### src/rtl/wb_copy_master_if.sv
// Wishbone classic bus bundle shared by the copy master and its slave.
interface wb_intf #(
  parameter int DATA_WIDTH   = 32,
  parameter int ADDR_WIDTH   = 16,
  parameter int SELECT_WIDTH = DATA_WIDTH / 8
);
  logic [ADDR_WIDTH-1:0]   adr_o;
  logic [DATA_WIDTH-1:0]   dat_o;
  logic [DATA_WIDTH-1:0]   dat_i;
  logic                    we_o;
  logic [SELECT_WIDTH-1:0] sel_o;
  logic                    stb_o;
  logic                    cyc_o;
  logic                    ack_i;
  logic                    err_i;

  modport master (
    output adr_o, dat_o, we_o, sel_o, stb_o, cyc_o,
    input  dat_i, ack_i, err_i
  );

  modport slave (
    input  adr_o, dat_o, we_o, sel_o, stb_o, cyc_o,
    output dat_i, ack_i, err_i
  );
endinterface

### src/rtl/wb_copy_master.sv
// Word-by-word memory copy over Wishbone: read one word, write it back, repeat,
// with a per-phase timeout and err_i abort.
module wb_copy_master #(
  parameter int DATA_WIDTH   = 32,
  parameter int ADDR_WIDTH   = 16,
  parameter int SELECT_WIDTH = DATA_WIDTH / 8,
  parameter int LEN_WIDTH    = 16,
  parameter int TIMEOUT      = 255
) (
  input  logic                  clk,
  input  logic                  rst_n,
  input  logic                  start,
  input  logic [ADDR_WIDTH-1:0] src_addr,
  input  logic [ADDR_WIDTH-1:0] dst_addr,
  input  logic [LEN_WIDTH-1:0]  len,
  output logic                  busy,
  output logic                  done,
  output logic                  error,
  output logic [LEN_WIDTH-1:0]  xfer_cnt,
  wb_intf.master                wb
);

  localparam int WAIT_W = (TIMEOUT < 2) ? 1 : $clog2(TIMEOUT + 1);
  localparam logic [WAIT_W-1:0]     WAIT_LAST = WAIT_W'(TIMEOUT - 1);
  localparam logic [ADDR_WIDTH-1:0] ADDR_STEP = ADDR_WIDTH'(SELECT_WIDTH);

  typedef enum logic [1:0] {IDLE, RD, WR, FIN} state_t;

  state_t                  state_q, state_d;
  logic [ADDR_WIDTH-1:0]   src_q, src_d;
  logic [ADDR_WIDTH-1:0]   dst_q, dst_d;
  logic [LEN_WIDTH-1:0]    rem_q, rem_d;
  logic [LEN_WIDTH-1:0]    cnt_q, cnt_d;
  logic [WAIT_W-1:0]       wait_q, wait_d;
  logic                    err_q, err_d;
  logic [DATA_WIDTH-1:0]   data_q, data_d;
  logic [ADDR_WIDTH-1:0]   adr_q, adr_d;
  logic [SELECT_WIDTH-1:0] sel_q, sel_d;
  logic                    we_q, we_d;
  logic                    stb_q, stb_d;
  logic                    cyc_q, cyc_d;

  // Slave responses only count while a strobe is out; err_i wins over ack_i.
  logic phase_ack, phase_abort;
  assign phase_ack   = stb_q & wb.ack_i & ~wb.err_i;
  assign phase_abort = stb_q & (wb.err_i | (~wb.ack_i & (wait_q == WAIT_LAST)));

  always_comb begin
    state_d = state_q;
    src_d   = src_q;
    dst_d   = dst_q;
    rem_d   = rem_q;
    cnt_d   = cnt_q;
    wait_d  = wait_q;
    err_d   = err_q;
    data_d  = data_q;
    adr_d   = adr_q;
    sel_d   = sel_q;
    we_d    = we_q;
    stb_d   = stb_q;
    cyc_d   = cyc_q;

    unique case (state_q)
      IDLE: begin
        if (start) begin
          src_d  = src_addr;
          dst_d  = dst_addr;
          rem_d  = len;
          cnt_d  = '0;
          err_d  = 1'b0;
          wait_d = '0;
          if (len == '0) begin
            state_d = FIN;
          end else begin
            state_d = RD;
            adr_d   = src_addr;
            sel_d   = '1;
            we_d    = 1'b0;
            stb_d   = 1'b1;
            cyc_d   = 1'b1;
          end
        end
      end

      RD, WR: begin
        if (phase_abort) begin
          state_d = FIN;
          err_d   = 1'b1;
          cyc_d   = 1'b0;
          stb_d   = 1'b0;
          we_d    = 1'b0;
          sel_d   = '0;
        end else if (phase_ack) begin
          wait_d = '0;
          if (state_q == RD) begin
            // Next phase is the write of the word just read.
            state_d = WR;
            data_d  = wb.dat_i;
            adr_d   = dst_q;
            we_d    = 1'b1;
          end else begin
            cnt_d = cnt_q + 1'b1;
            src_d = src_q + ADDR_STEP;
            dst_d = dst_q + ADDR_STEP;
            rem_d = rem_q - 1'b1;
            if (rem_q == LEN_WIDTH'(1)) begin
              state_d = FIN;
              cyc_d   = 1'b0;
              stb_d   = 1'b0;
              we_d    = 1'b0;
              sel_d   = '0;
            end else begin
              state_d = RD;
              adr_d   = src_q + ADDR_STEP;
              we_d    = 1'b0;
            end
          end
        end else begin
          wait_d = wait_q + 1'b1;
        end
      end

      FIN: begin
        state_d = IDLE;
      end

      default: begin
        state_d = IDLE;
      end
    endcase
  end

  always_ff @(posedge clk or negedge rst_n) begin
    if (!rst_n) begin
      state_q <= IDLE;
      src_q   <= '0;
      dst_q   <= '0;
      rem_q   <= '0;
      cnt_q   <= '0;
      wait_q  <= '0;
      err_q   <= 1'b0;
      data_q  <= '0;
      adr_q   <= '0;
      sel_q   <= '0;
      we_q    <= 1'b0;
      stb_q   <= 1'b0;
      cyc_q   <= 1'b0;
    end else begin
      state_q <= state_d;
      src_q   <= src_d;
      dst_q   <= dst_d;
      rem_q   <= rem_d;
      cnt_q   <= cnt_d;
      wait_q  <= wait_d;
      err_q   <= err_d;
      data_q  <= data_d;
      adr_q   <= adr_d;
      sel_q   <= sel_d;
      we_q    <= we_d;
      stb_q   <= stb_d;
      cyc_q   <= cyc_d;
    end
  end

  assign wb.adr_o = adr_q;
  assign wb.dat_o = data_q;
  assign wb.sel_o = sel_q;
  assign wb.we_o  = we_q;
  assign wb.stb_o = stb_q;
  assign wb.cyc_o = cyc_q;

  assign busy     = (state_q != IDLE);
  assign done     = (state_q == FIN);
  assign error    = err_q;
  assign xfer_cnt = cnt_q;

endmodule

### src/flat_wrapper.sv
// flat-port wrapper written by rule: the top's interface ports become plain ports
module wb_copy_master_flat 
#(
  parameter int DATA_WIDTH   = 32,
  parameter int ADDR_WIDTH   = 16,
  parameter int SELECT_WIDTH = DATA_WIDTH / 8,
  parameter int LEN_WIDTH    = 16,
  parameter int TIMEOUT      = 255
)
  (clk, rst_n, start, src_addr, dst_addr, len, busy, done, error, xfer_cnt, wb_adr_o, wb_dat_o, wb_we_o, wb_sel_o, wb_stb_o, wb_cyc_o, wb_dat_i, wb_ack_i, wb_err_i);
  wb_intf #(.DATA_WIDTH(DATA_WIDTH), .ADDR_WIDTH(ADDR_WIDTH), .SELECT_WIDTH(SELECT_WIDTH)) wb_i ();
  input  logic clk;
  input  logic rst_n;
  input  logic start;
  input  logic [ADDR_WIDTH-1:0] src_addr;
  input  logic [ADDR_WIDTH-1:0] dst_addr;
  input  logic [LEN_WIDTH-1:0] len;
  output logic busy;
  output logic done;
  output logic error;
  output logic [LEN_WIDTH-1:0] xfer_cnt;
  output wire logic [$bits(wb_i.adr_o)-1:0] wb_adr_o;
  output wire logic [$bits(wb_i.dat_o)-1:0] wb_dat_o;
  output wire logic [$bits(wb_i.we_o)-1:0] wb_we_o;
  output wire logic [$bits(wb_i.sel_o)-1:0] wb_sel_o;
  output wire logic [$bits(wb_i.stb_o)-1:0] wb_stb_o;
  output wire logic [$bits(wb_i.cyc_o)-1:0] wb_cyc_o;
  input wire logic [$bits(wb_i.dat_i)-1:0] wb_dat_i;
  input wire logic [$bits(wb_i.ack_i)-1:0] wb_ack_i;
  input wire logic [$bits(wb_i.err_i)-1:0] wb_err_i;
  assign wb_adr_o = wb_i.adr_o;
  assign wb_dat_o = wb_i.dat_o;
  assign wb_we_o = wb_i.we_o;
  assign wb_sel_o = wb_i.sel_o;
  assign wb_stb_o = wb_i.stb_o;
  assign wb_cyc_o = wb_i.cyc_o;
  assign wb_i.dat_i = wb_dat_i;
  assign wb_i.ack_i = wb_ack_i;
  assign wb_i.err_i = wb_err_i;
  wb_copy_master #(.DATA_WIDTH(DATA_WIDTH), .ADDR_WIDTH(ADDR_WIDTH), .SELECT_WIDTH(SELECT_WIDTH), .LEN_WIDTH(LEN_WIDTH), .TIMEOUT(TIMEOUT)) u_core (.clk(clk), .rst_n(rst_n), .start(start), .src_addr(src_addr), .dst_addr(dst_addr), .len(len), .busy(busy), .done(done), .error(error), .xfer_cnt(xfer_cnt), .wb(wb_i));
endmodule
### config.mk
export PLATFORM = sky130hd
export DESIGN_NAME = wb_copy_master_flat
export DESIGN_NICKNAME = d
export VERILOG_FILES = /design/src/rtl/wb_copy_master_if.sv /design/src/rtl/wb_copy_master.sv /design/src/flat_wrapper.sv
export SDC_FILE = /design/constraint.sdc
export NUM_CORES = 1
export LEC_CHECK = 0
export CORE_MARGIN = 1.5
export CORE_UTILIZATION = 54
export CTS_CLUSTER_DIAMETER = 120
export CTS_CLUSTER_SIZE = 12
export DETAILED_ROUTE_END_ITERATION = 8
export PLACE_DENSITY = 0.95
export SYNTH_ARGS = -nofsm -noshare
export SYNTH_HDL_FRONTEND = slang
export SYNTH_SLANG_ARGS = --single-unit
### constraint.sdc
create_clock -name clk -period 7.95 [get_ports clk]
set_clock_uncertainty 0.2 [all_clocks]
set_input_delay 0.795 -clock clk [delete_from_list [all_inputs] [get_ports clk]]
set_output_delay 0.795 -clock clk [all_outputs]
set_load 0.01 [all_outputs]
=== Word-level counts from Yosys, hierarchy flattened ===
Index checks and enable logic that the tools add are counted.

* Magnitude comparators: 0
* Shift-type cells: 0
* Equality and inequality tests: 15
* Add/sub/neg operators: 5
* Reduce and logical (&&, ||, !) cells: 13
* Multiply operators: 0
* Muxes and demuxes: 61
* Divide/modulo/power cells: 0
* Bitwise gates (word level): 8

{| class="wikitable"
|+ Operators with widths
! cell !! count
|-
| 2-to-1 mux 16 bit || 22
|-
| case mux 16 bit (2 select lines) || 5
|-
| adder 16 x 3 -> 16 bit (second input constant) || 2
|-
| 2-to-1 mux 4 bit || 6
|-
| 2-to-1 mux 8 bit || 3
|-
| adder 16 x 1 -> 16 bit (second input constant) || 1
|-
| == test 16 x 1 -> 1 bit (second input constant) || 1
|-
| logical NOT 16 bit || 1
|-
| case mux 8 bit (2 select lines) || 1
|-
| subtractor 16 x 1 -> 16 bit (second input constant) || 1
|-
| 2-to-1 mux 1 bit || 13
|-
| 2-to-1 mux 2 bit || 6
|-
| AND reduction 6 bit || 2
|-
| adder 8 x 1 -> 8 bit (second input constant) || 1
|-
| == test 8 bit (second input constant) || 1
|-
| != test 2 bit (second input constant) || 4
|-
| case mux 4 bit (2 select lines) || 1
|-
| AND reduction 4 bit || 2
|-
| != test 3 x 1 -> 1 bit (second input constant) || 2
|-
| != test 3 x 2 -> 1 bit (second input constant) || 2
|-
| case mux 1 bit (2 select lines) || 3
|-
| case mux 2 bit (3 select lines) || 1
|-
| AND reduction 3 bit || 2
|-
| AND reduction 5 bit || 1
|-
| 10 further kinds || 18
|}

* RAM bits: 0
* Bits in registers: 129
* Output and inout bits: 74
* Bits in read-only memories: 0
* Bits of input ports: 85
* Memories kept: 0
* Latch bits: 0

=== Logic depth before layout (Yosys ltp) ===
Gate-level depths: netlist (run 1).

* Word-level depth: 6
* Mapped depth: 8
* Gate-level depth less buffers: 7

=== Least setup slack after synthesis (run 1) ===
Ideal clock, no wire load.

* Kind: input to register
* From: in wb_err_i
* To: reg u_core.cnt_q[13] (netlist: u_core.xfer_cnt[13])
* Slack: 5.325 ns
* Data required time: 7.663 ns
* Cell stages on the path: 6
* Data arrival time: 2.339 ns
* Buffers on the path: 2
* Cells stage by stage: nand3b_1 a211oi_1 clkbuf_1 clkbuf_1 nand4b_1 o211ai_1

* Cells in the longest elaborated chain, start to end: 4
* Elaborated cells between the ends (all ways): 7
* Classes of those cells: eq/ne: 2; bitwise: 4; reduce/logical: 1

{| class="wikitable"
|+ RTL lines
! what !! RTL line !! RTL
|-
| start: declaration || flat_wrapper.sv:30 || <nowiki>input wire logic [$bits(wb_i.err_i)-1:0] wb_err_i;</nowiki>
|-
| bitwise OR 1 bit or NOT 1 bit (tied branches) || wb_copy_master.sv:46, wb_copy_master.sv:45 ||
|-
| AND 1 bit, on equally long branches || wb_copy_master.sv:46, wb_copy_master.sv:45 ||
|-
| != test 2 bit (no line) or != test 2 x 1 -> 1 bit (tied branches) || -- ||
|-
| AND reduction 5 bit (no line) * || -- ||
|-
| end signal: assignment || wb_copy_master.sv:153 || <nowiki>cnt_q <= cnt_d;</nowiki>
|-
| end: declaration || wb_copy_master.sv:33 || <nowiki>logic [LEN_WIDTH-1:0] cnt_q, cnt_d;</nowiki>
|}

Mark *: on every way between the ends. The rest lies on a longest branch, timed or not.
A chain may end at the register's enable or synchronous reset.

=== Worst setup path in the final report (run 1) ===
* From: reg u_core.state_q[1]
* To: reg u_core.rem_q[5]

* Cells in the longest elaborated chain, start to end: 4
* Elaborated cells between the ends (all ways): 11
* Classes of those cells: eq/ne: 6; mux: 1; reduce/logical: 4

{| class="wikitable"
|+ RTL lines
! what !! RTL line !! RTL
|-
| start: declaration || wb_copy_master.sv:29 || <nowiki>state_t state_q, state_d;</nowiki>
|-
| start signal: assignment || wb_copy_master.sv:149 || <nowiki>state_q <= state_d;</nowiki>
|-
| == test 2 bit or == test 2 x 1 -> 1 bit (tied branches) || wb_copy_master.sv:63, wb_copy_master.sv:95 ||
|-
| OR reduction 2 bit || wb_copy_master.sv:63 || <nowiki>unique case (state_q)</nowiki>
|-
| != test 2 bit (no line), or another cell as far along || -- ||
|-
| AND reduction 5 bit (no line) || -- ||
|-
| end signal: assignment || wb_copy_master.sv:152 || <nowiki>rem_q <= rem_d;</nowiki>
|-
| end: declaration || wb_copy_master.sv:32 || <nowiki>logic [LEN_WIDTH-1:0] rem_q, rem_d;</nowiki>
|}

Parallel ways exist; a longest one is shown, timed or not.

==> results_dict.tcl, run 1 <==
set metrics [dict create \
    yosysSeqAreaShare_pct 46.43 \
    routed_via_density 6.179 \
    cpPeakStageDelay_ns 0.63 \
    port_buffers 158 \
    finalCritPeriodShare_pct 44.43 \
    avgRoutedWirePerCell_um 18.46 \
    clk_pin_slew_ns 0.06 \
    clock_path_buffers 2 \
    synth_ff_type "dfrtp_1" \
    async_flop_share_pct 100.0 \
    endpoint "u_core.rem_q[5]" \
    fp.dieH_um 114.7 \
    grt_antenna_before_repair 0 \
    cpMaxStageDelayCell "buf_4" \
    synth_common_cells "125 x dfrtp_1, 68 x nand2_1, 41 x a21oi_1, 41 x mux2_1, 41 x nor2_1" \
    syn_area_mm2 0.006738 \
    setup_tns_ns 0 \
    die_x_um 114.7 \
    synth_area_per_cell_um2 9.639 \
    finalMaxSlewViolations 0 \
    grt.total_usage_pct 29.44 \
    path_class "flip-flop to flip-flop" \
    routed_wl_um 18850 \
    cts_resized 0 \
    finalNetCount 935 \
    hold_viol 0 \
    worst_slew_pin_slew_ns 0.9501 \
    r2r.worst_path.cells 9 \
    ys_ff_latch 125 \
    overflow 0 \
    r2r-start "u_core.state_q[1]" \
    synth_fp_nets 794 \
    startpoint "u_core.state_q[1]" \
    drive_gt1_share_pct 7.737 \
    finalHoldWorstSlack_ns 0.1946 \
    core_mm2 0.01211 \
    cts_hold_buf 0 \
    grt_pass1_wl_um 30200 \
    tritoncts_num_sinks 125 \
    synthDistinctLibCells 71 \
    vias 6309 \
    drt-initial-drc-count 781 \
    status "finished, final reports clean" \
    r2r_end "u_core.rem_q[5]" \
    dieArea_mm2 0.01316 \
    synth_top_cells_by_area "dfrtp_1 46%, mux2_1 6.9%, nand2_1 3.8%" \
    synth_top_area_cell "dfrtp_1" \
    drv_cap 0 \
    path_cells "inv_1 -> ha_2 -> buf_4 -> mux2i_1 -> a211oi_4 -> buf_4 -> and3_1 -> o21ai_1 -> o221a_2" \
    hp-class "input port to async pin" \
    power.density_mw_per_mm2 172.6 \
    postRouteAntennaNets 0 \
    cts_tree "yes" \
    place_area_mm2 0.008409 \
    synth_edf_count 0 \
    num_antenna_cells 0 \
    synth_cells 699 \
    start_util_pct 55.63 \
    insertion_delay_ns 0.42 \
    critPathMaxFanout 76 \
    crit_required_ns 8.06 \
    cts-buffers-inserted 17 \
    design_area_mm2 0.009065 \
    top_level_ports 159 \
    worstPathArrival_ns 3.64 \
    gp_congestion 0.8849 \
    setup_viol 0 \
    synth_fa_ha_area_share_pct 1.857 \
    endpoint_kind "flip-flop" \
    rsz0062_at_grt "false" \
    synth_xor_area_share_pct 1.430 \
    num_rows 40 \
    cp-start-kind "flip-flop" \
    reg2reg_slack_ns 4.42 \
    cts_setup_buffers 0 \
    slew_headroom_pct 36.66 \
    drc 0 \
    grt_pass1_vias 6013 \
    p_leak_nw 3.842 \
    cp_common_cell "buf_4" \
    yosysTopAreaCellShare_pct 46.43 \
    synth.most_common_cell "dfrtp_1" \
    synth_compound_area_share_pct 17.64 \
    period_needed_ns 3.532 \
    syn_to_final_growth_pct 34.54 \
    cts-root-buf "clkbuf_16" \
    synth.area.mux_share_pct 11.33 \
    yosys_warnings 0 \
    htree_levels 4 \
    grt_max_degree 77 \
    synth_top_family_by_area "compound AO/OA/AOI/OAI gates" \
    fmax_mhz 283.1 \
    hpwlAfterDp_um 12510 \
    yosys.area_share.simple_pct 17.12 \
    first_pass_iters 6 \
    vdd_drop_max_v 0.0001015 \
]
where the power goes:
group | internal [mW] | switching, mW
registers | 0.636 | 0
clock network | 0.565 | 0.301
logic | 0.0378 | 0.0244
total | 1.24 | 0.325
sequential cells by signal, summed over array words and instances (netlist names):
| name | flops |
|---|---|
| u_core.error | 1 |
| u_core.wb.adr_o | 16 |
| u_core.dst_q | 16 |
| u_core.wait_q | 8 |
| u_core.wb.we_o | 1 |
| u_core.xfer_cnt | 16 |
| u_core.state_q | 2 |
| u_core.wb.sel_o | 1 |
| u_core.rem_q | 16 |
| u_core.wb.dat_o | 32 |
| u_core.src_q | 16 |
kinds of logic after synthesis:
| kind of cell | after synthesis |
|---|---|
| compound gates | 188 |
| mux | 69 |
| xor+xnor | 11 |
| buf+inv | 68 |
| fa+ha+maj | 10 |
| flops | 125 |
| simple gates | 228 |
stage by stage:
| stage | utilization (%) | setup slack, ns | power (mW) | instances |
|---|---|---|---|---|
| detailed placement | 69.43 | 4.508 | 0.7102 | 989 |
| floorplan | - | 5.325 | 0.6500 | 699 |
| global placement | 69.43 | 4.642 | 0.7100 | 989 |
| finish | 74.85 | 4.418 | 1.564 | 1021 |
| CTS | 74.85 | 4.495 | 1.569 | 1021 |
| global route | 74.85 | 4.197 | 1.609 | 1021 |
worst max-delay path, delay by kind of cell, from the launching register on:
family | cells | cell delay [ns]
AO/OA/AOI/OAI | 3 | 0.53
adder cells (fa/ha/maj) | 1 | 0.34
buffers and inverters | 3 | 1.26
flip-flops | 1 | 0.38
multiplexers | 1 | 0.38
AND/OR/NAND/NOR | 1 | 0.26
cell usage in the layout, fill, tap and decap left out, types with 23 or more instances in the layout:
cell type        count
clkdlybuf4s50_1    157
a21oi_1             41
o21ai_1             40
nand3_1             29
mux2i_1             23
mux2_1              41
dfrtp_1            125
nor2_1              41
nor3_1              24
nand2_1             68
layer usage:
layer  GRT usage [%]  routed length, um
met2           48.38               8970
met1           37.02               7512
met5               0                  0
met3           7.835               1868
met4           12.51                494
how the worst min path moves through the flow:
stage / startpoint / end / slack, ns / cells past startpoint
after floorplan: u_core.src_q[0] / u_core.src_q[0] / 0.24 / 2
after global placement: u_core.src_q[0] / u_core.src_q[0] / 0.26 / 2
after detailed placement: u_core.src_q[0] / u_core.src_q[0] / 0.27 / 2
after CTS: rst_n / u_core.wb.dat_o[14] / 0.22 / 1
after global routing: rst_n / u_core.wb.dat_o[14] / 0.25 / 1
final: rst_n / u_core.wb.dat_o[14] / 0.19 / 1
layout make-up:
type,count,area (um^2)
multi-input combinational,506,3342
inverter,24,90.09
timing repair buffer,166,1639
fill,825,3047
clock inverter,14,216.5
tap,168,210.2
sequential,125,3128
clock buffer,18,439.2
(Power assumes the default switching activity.)
==> run 2: changes to the inputs <==
--- a/config.mk
+++ b/config.mk
@@ -6,11 +6,11 @@
 export NUM_CORES = 1
 export LEC_CHECK = 0
 export CORE_MARGIN = 1.5
-export CORE_UTILIZATION = 54
+export CORE_UTILIZATION = 46
 export CTS_CLUSTER_DIAMETER = 120
 export CTS_CLUSTER_SIZE = 12
 export DETAILED_ROUTE_END_ITERATION = 8
-export PLACE_DENSITY = 0.95
+export PLACE_DENSITY = 0.87
 export SYNTH_ARGS = -nofsm -noshare
 export SYNTH_HDL_FRONTEND = slang
 export SYNTH_SLANG_ARGS = --single-unit
==> constraint.sdc (replaced) <==
create_clock -name clk -period 3.2 [get_ports clk]
set_clock_uncertainty 0.2 [all_clocks]
set_input_delay 0.32 -clock clk [delete_from_list [all_inputs] [get_ports clk]]
set_output_delay 0.32 -clock clk [all_outputs]
set_load 0.01 [all_outputs]
==> results_dict.tcl, run 2 (synthesis results as in run 1) <==
set metrics [dict create \
    finalCritPeriodShare_pct 88.72 \
    cts_hold_buf 1 \
    overflow 0 \
    setup_viol 0 \
    worstPathArrival_ns 2.95 \
    vdd_drop_max_v 0.0003693 \
    fill_cells 1182 \
    regArea_mm2 0.003128 \
    num_antenna_cells 0 \
    cts_tree "yes" \
    avgRoutedWirePerCell_um 17.43 \
    slew_headroom_pct 61.22 \
    path_cells "inv_1 -> ha_2 -> mux2i_1 -> a211o_1 -> buf_12 -> or3_1 -> o311ai_1" \
    p_leak_nw 3.853 \
    routed_via_density 5.868 \
    power.density_mw_per_mm2 380.9 \
    core_mm2 0.01442 \
    hold_viol 0 \
    drt-initial-drc-count 565 \
    cp-start-kind "flip-flop" \
    multi_input_area_mm2 0.003342 \
    cts-buffers-inserted 17 \
    gp_congestion 0.8666 \
    routed_wl_um 18140 \
    grt_pass1_wl_um 28660 \
    insertion_delay_ns 0.42 \
    start_util_pct 46.71 \
    drc 0 \
    cts_setup_buffers 0 \
    setup_tns_ns 0 \
    drv_cap 0 \
    crit_required_ns 3.31 \
    placed_cells 1014 \
    mostFrequentLayoutCells "157 x clkdlybuf4s50_1, 125 x dfrtp_1, 68 x nand2_1" \
    htree_levels 4 \
    syn_to_final_growth_pct 34.37 \
    hp-class "input port to flip-flop" \
    status "finished, final reports clean" \
    die_x_um 124.0 \
    largest_reg_flops 32 \
    cpMaxStageDelayCell "ha_2" \
    grt_max_degree 43 \
    vias 6109 \
    grt_pass1_vias 5720 \
    tritoncts_num_sinks 125 \
    fmax_mhz 352.2 \
    drive_gt1_share_pct 7.935 \
    cts_resized 0 \
    fp.dieH_um 124.0 \
    finalNetCount 945 \
    grt_antenna_before_repair 0 \
    first_pass_iters 6 \
    path_class "flip-flop to flip-flop" \
    port_buffers 158 \
    clock_path_buffers 2 \
    finalHoldWorstSlack_ns 0.2395 \
    period_needed_ns 2.839 \
    num_rows 44 \
    dieArea_mm2 0.01538 \
    top_level_ports 159 \
    rsz0062_at_grt "false" \
    grt.total_usage_pct 24.19 \
    critPathMaxFanout 38 \
    worst_slew_pin_slew_ns 0.5655 \
    endpoint_kind "flip-flop" \
    cts-root-buf "clkbuf_16" \
    cpPeakStageDelay_ns 0.53 \
    postRouteAntennaNets 0 \
    finalMaxSlewViolations 0 \
    final_cells 1041 \
    layout_commonest_cell "clkdlybuf4s50_1" \
    hpwlAfterDp_um 12810 \
    clk_pin_slew_ns 0.05 \
]
==> run 2: changes by cell type in the layout (fill, tap and decap cells not counted), moves of 2 or more <==
| cell | previous run | this run |
|---|---|---|
| clkbuf_8 | 1 | 6 |
| buf_4 | 9 | 16 |
| clkinv_4 | 2 | 0 |
| clkinvlp_4 | 4 | 0 |
| buf_12 | 0 | 2 |
| bufinv_16 | 5 | 0 |
==> run 2: critical path, delay by kind of cell (launching register included) <==
kind	cells	cell delay, ns
AO/OA/AOI/OAI	2	0.71
adder cells (fa/ha/maj)	1	0.53
flip-flops	1	0.37
AND/OR/NAND/NOR	1	0.32
buffers and inverters	2	0.31
multiplexers	1	0.27
==> run 2: final cells by class <==
| cell class | count | area share (%) |
|---|---|---|
| flip-flops and latches | 125 | 34.55 |
| clock inverters | 2 | 0.1106 |
| repair buffers | 176 | 19.24 |
| multi-input cells | 506 | 36.91 |
| well taps | 184 | 2.543 |
| clock buffers | 24 | 5.652 |
| inverters | 24 | 0.9950 |
==> run 2: worst paths after layout <==
| check | startpoint | end | slack [ns] | cells past startpoint |
|---|---|---|---|---|
| worst max-delay path | u_core.state_q[0] | u_core.xfer_cnt[12] | 0.36 | 7 |
| worst min-delay path | dst_addr[1] | u_core.dst_q[1] | 0.24 | 3 |
| worst max register to register | u_core.state_q[0] | u_core.xfer_cnt[12] | 0.36 | 7 |
| worst min register to register | u_core.src_q[1] | u_core.src_q[1] | 0.28 | 2 |
| max in group asynchronous | rst_n | u_core.rem_q[6] | 1.78 | 3 |
| min in group asynchronous | rst_n | u_core.src_q[0] | 0.25 | 2 |
==> run 2: routing by layer <==
metal | track usage [%] | part of all wire (%)
met5 | 0 | 0
met2 | 39.30 | 47
met4 | 9.020 | 2.1
met1 | 31.37 | 44
met3 | 5.952 | 7.3
==> run 2: report_power, final <==
group	internal [mW]	total, mW	leakage [nW]	switching, mW
combinational	0.0979	0.160	1.93	0.0618
sequential	1.58	1.58	1.66	0
clock	1.08	1.71	0.262	0.624
==> run 2: through the flow <==
| stage | power, mW | utilization [%] | setup WS [ns] | cell area [um^2] |
|---|---|---|---|---|
| 2_1_floorplan | 1.615 | - | 0.6032 | 6738 |
| 3_3_place_gp | 1.769 | 59.08 | 0.4624 | 8522 |
| 6_report | 3.448 | 62.77 | 0.3609 | 9054 |
| 4_1_cts | 3.496 | 62.77 | 0.3772 | 9054 |
| 5_1_grt | 3.582 | 62.77 | 0.1869 | 9054 |
| 3_5_place_dp | 1.771 | 59.08 | 0.3822 | 8522 |
==> run 3: changes to the inputs <==
--- a/config.mk
+++ b/config.mk
@@ -6,11 +6,12 @@
 export NUM_CORES = 1
 export LEC_CHECK = 0
 export CORE_MARGIN = 1.5
-export CORE_UTILIZATION = 46
+export CORE_UTILIZATION = 51
 export CTS_CLUSTER_DIAMETER = 120
 export CTS_CLUSTER_SIZE = 12
 export DETAILED_ROUTE_END_ITERATION = 8
-export PLACE_DENSITY = 0.87
+export GPL_TIMING_DRIVEN = 0
+export PLACE_DENSITY = 0.91
 export SYNTH_ARGS = -nofsm -noshare
 export SYNTH_HDL_FRONTEND = slang
 export SYNTH_SLANG_ARGS = --single-unit
==> constraint.sdc (replaced) <==
create_clock -name clk -period 3.1 [get_ports clk]
set_clock_uncertainty 0.2 [all_clocks]
set_input_delay 0.31 -clock clk [delete_from_list [all_inputs] [get_ports clk]]
set_output_delay 0.31 -clock clk [all_outputs]
set_load 0.01 [all_outputs]
==> results_dict.tcl, run 3 (synthesis results as in run 1) <==
set metrics [dict create \
    status "finished, final reports clean" \
    vias 6566 \
    setup_viol 0 \
    insertion_delay_ns 0.42 \
    postRouteAntennaNets 0 \
    finalNetCount 973 \
    routed_via_density 6.177 \
    r2r.worst_path.cells 8 \
    layout_commonest_cell "clkdlybuf4s50_1" \
    clk_pin_slew_ns 0.05 \
    avgRoutedWirePerCell_um 19.22 \
    cts-root-buf "clkbuf_16" \
    wl_met2_um 9626 \
    mostFrequentLayoutCells "157 x clkdlybuf4s50_1, 125 x dfrtp_1, 68 x nand2_1" \
    period_needed_ns 2.971 \
    finalCritPeriodShare_pct 95.85 \
    crit_required_ns 3.24 \
    grt.total_usage_pct 29.86 \
    htree_levels 4 \
    drv_cap 0 \
    final_cells 1063 \
    die_x_um 117.9 \
    met3_wirelength_um 1981 \
    tritoncts_num_sinks 125 \
    design_area_mm2 0.009180 \
    dieArea_mm2 0.01391 \
    largest_reg_flops 32 \
    finalMaxSlewViolations 0 \
    placed_cells 1030 \
    top_level_ports 159 \
    worstPathArrival_ns 3.12 \
    maxUsedRoutingLayer "met4" \
    reg2reg_slack_ns 0.13 \
    wl_met1_um 8356 \
    power.density_mw_per_mm2 404.0 \
    routed_wl_um 20430 \
    grt_pass1_vias 6167 \
    first_pass_iters 8 \
    hp-class "input port to async pin" \
    place_area_mm2 0.008563 \
    endpoint_kind "flip-flop" \
    critPathMaxFanout 10 \
    gp_congestion 0.9275 \
    cts_tree "yes" \
    overflow 0 \
    r2r-start "u_core.state_q[0]" \
    r2r_end "u_core.rem_q[12]" \
    num_rows 41 \
    drive_gt1_share_pct 8.305 \
    drc 0 \
    drt-initial-drc-count 779 \
    grt_pass1_wl_um 32670 \
    path_class "flip-flop to flip-flop" \
    clock_path_buffers 2 \
    hpwlAfterDp_um 14540 \
    p_total_mw 3.708 \
    grt_max_degree 78 \
    start_util_pct 52.75 \
    port_buffers 158 \
    fp.dieH_um 117.9 \
    grt_antenna_before_repair 0 \
    worst_slew_pin_slew_ns 0.8977 \
    fmax_mhz 336.5 \
    fill_cells 876 \
    hold_viol 0 \
    syn_to_final_growth_pct 36.25 \
    num_antenna_cells 0 \
    cts-buffers-inserted 17 \
    cp-start-kind "flip-flop" \
    fin_ws_ns 0.1287 \
    slew_headroom_pct 39.83 \
    dp_slack_ns -0.7208 \
    p_leak_nw 3.914 \
    core_mm2 0.01277 \
    vdd_drop_max_v 0.0002914 \
    rsz0062_at_grt "false" \
    cts_setup_buffers 0 \
]
==> run 3: routing by layer <==
metal  vias up  track usage (%)
li1       2953                -
met1      3144            38.61
met2       426            47.55
met3        43            8.188
met4         0            12.12
met5         -                0
==> run 3: worst max-delay path by stage <==
stage / start / endpoint / slack, ns / cells after the start
after global routing: u_core.state_q[1] / u_core.wb.dat_o[3] / 0.02 / 8
after floorplan: u_core.rem_q[6] / u_core.wb.adr_o[0] / 0.50 / 6
after detailed placement: wb_err_i / u_core.rem_q[1] / -0.72 / 7
after CTS: u_core.state_q[0] / u_core.src_q[4] / 0.04 / 8
final: u_core.state_q[0] / u_core.rem_q[12] / 0.13 / 8
after global placement: rst_n / u_core.wb.adr_o[11] / -3.40 / 1
==> run 3: cell type report <==
cell class / count / area, um^2 / share of cell area (%)
Multi-Input combinational cell: 506 / 3358 / 36.58
Sequential cell: 125 / 3128 / 34.07
Timing Repair Buffer: 160 / 1620 / 17.65
Clock buffer: 24 / 471.7 / 5.138
Tap cell: 172 / 215.2 / 2.344
Buffer: 44 / 206.4 / 2.249
Clock inverter: 8 / 90.09 / 0.9813
Inverter: 24 / 90.09 / 0.9813
==> run 3: critical path, cell delays in order, from the launching register on <==
cell and delay [ns]:
dfrtp_1 0.38, inv_1 0.07, ha_1 0.38, clkbuf_2 0.25, a211oi_4 0.58, clkbuf_2 0.39
clkbuf_2 0.36, o22ai_1 0.12, a21oi_1 0.16
==> run 3: stage by stage <==
step,utilization (%),setup TNS (ns),hold WS (ns)
global placement,66.81,-438.80,0.2588
floorplan,-,0,-0.1856
detailed placement,67.04,-18.93,0.07544
CTS,71.80,0,0.2100
finish,71.87,0,0.2063
global route,71.87,0,0.2417
==> run 3: what timing repair did <==
| item | CTS | global route |
|---|---|---|
| cloned | 0 | 0 |
| pin swaps | 0 | 1 |
| hold endpoints to repair | 48 | 0 |
| gates resized for setup | 10 | 13 |
| endpoints found under the setup margin | 40 | 55 |
| hold buffers | 1 | 0 |
==> run 3: power by group <==
part           total (mW)  internal, mW  switching, mW
combinational       0.165         0.101         0.0639
sequential           1.63          1.63              0
clock                1.91          1.21          0.695
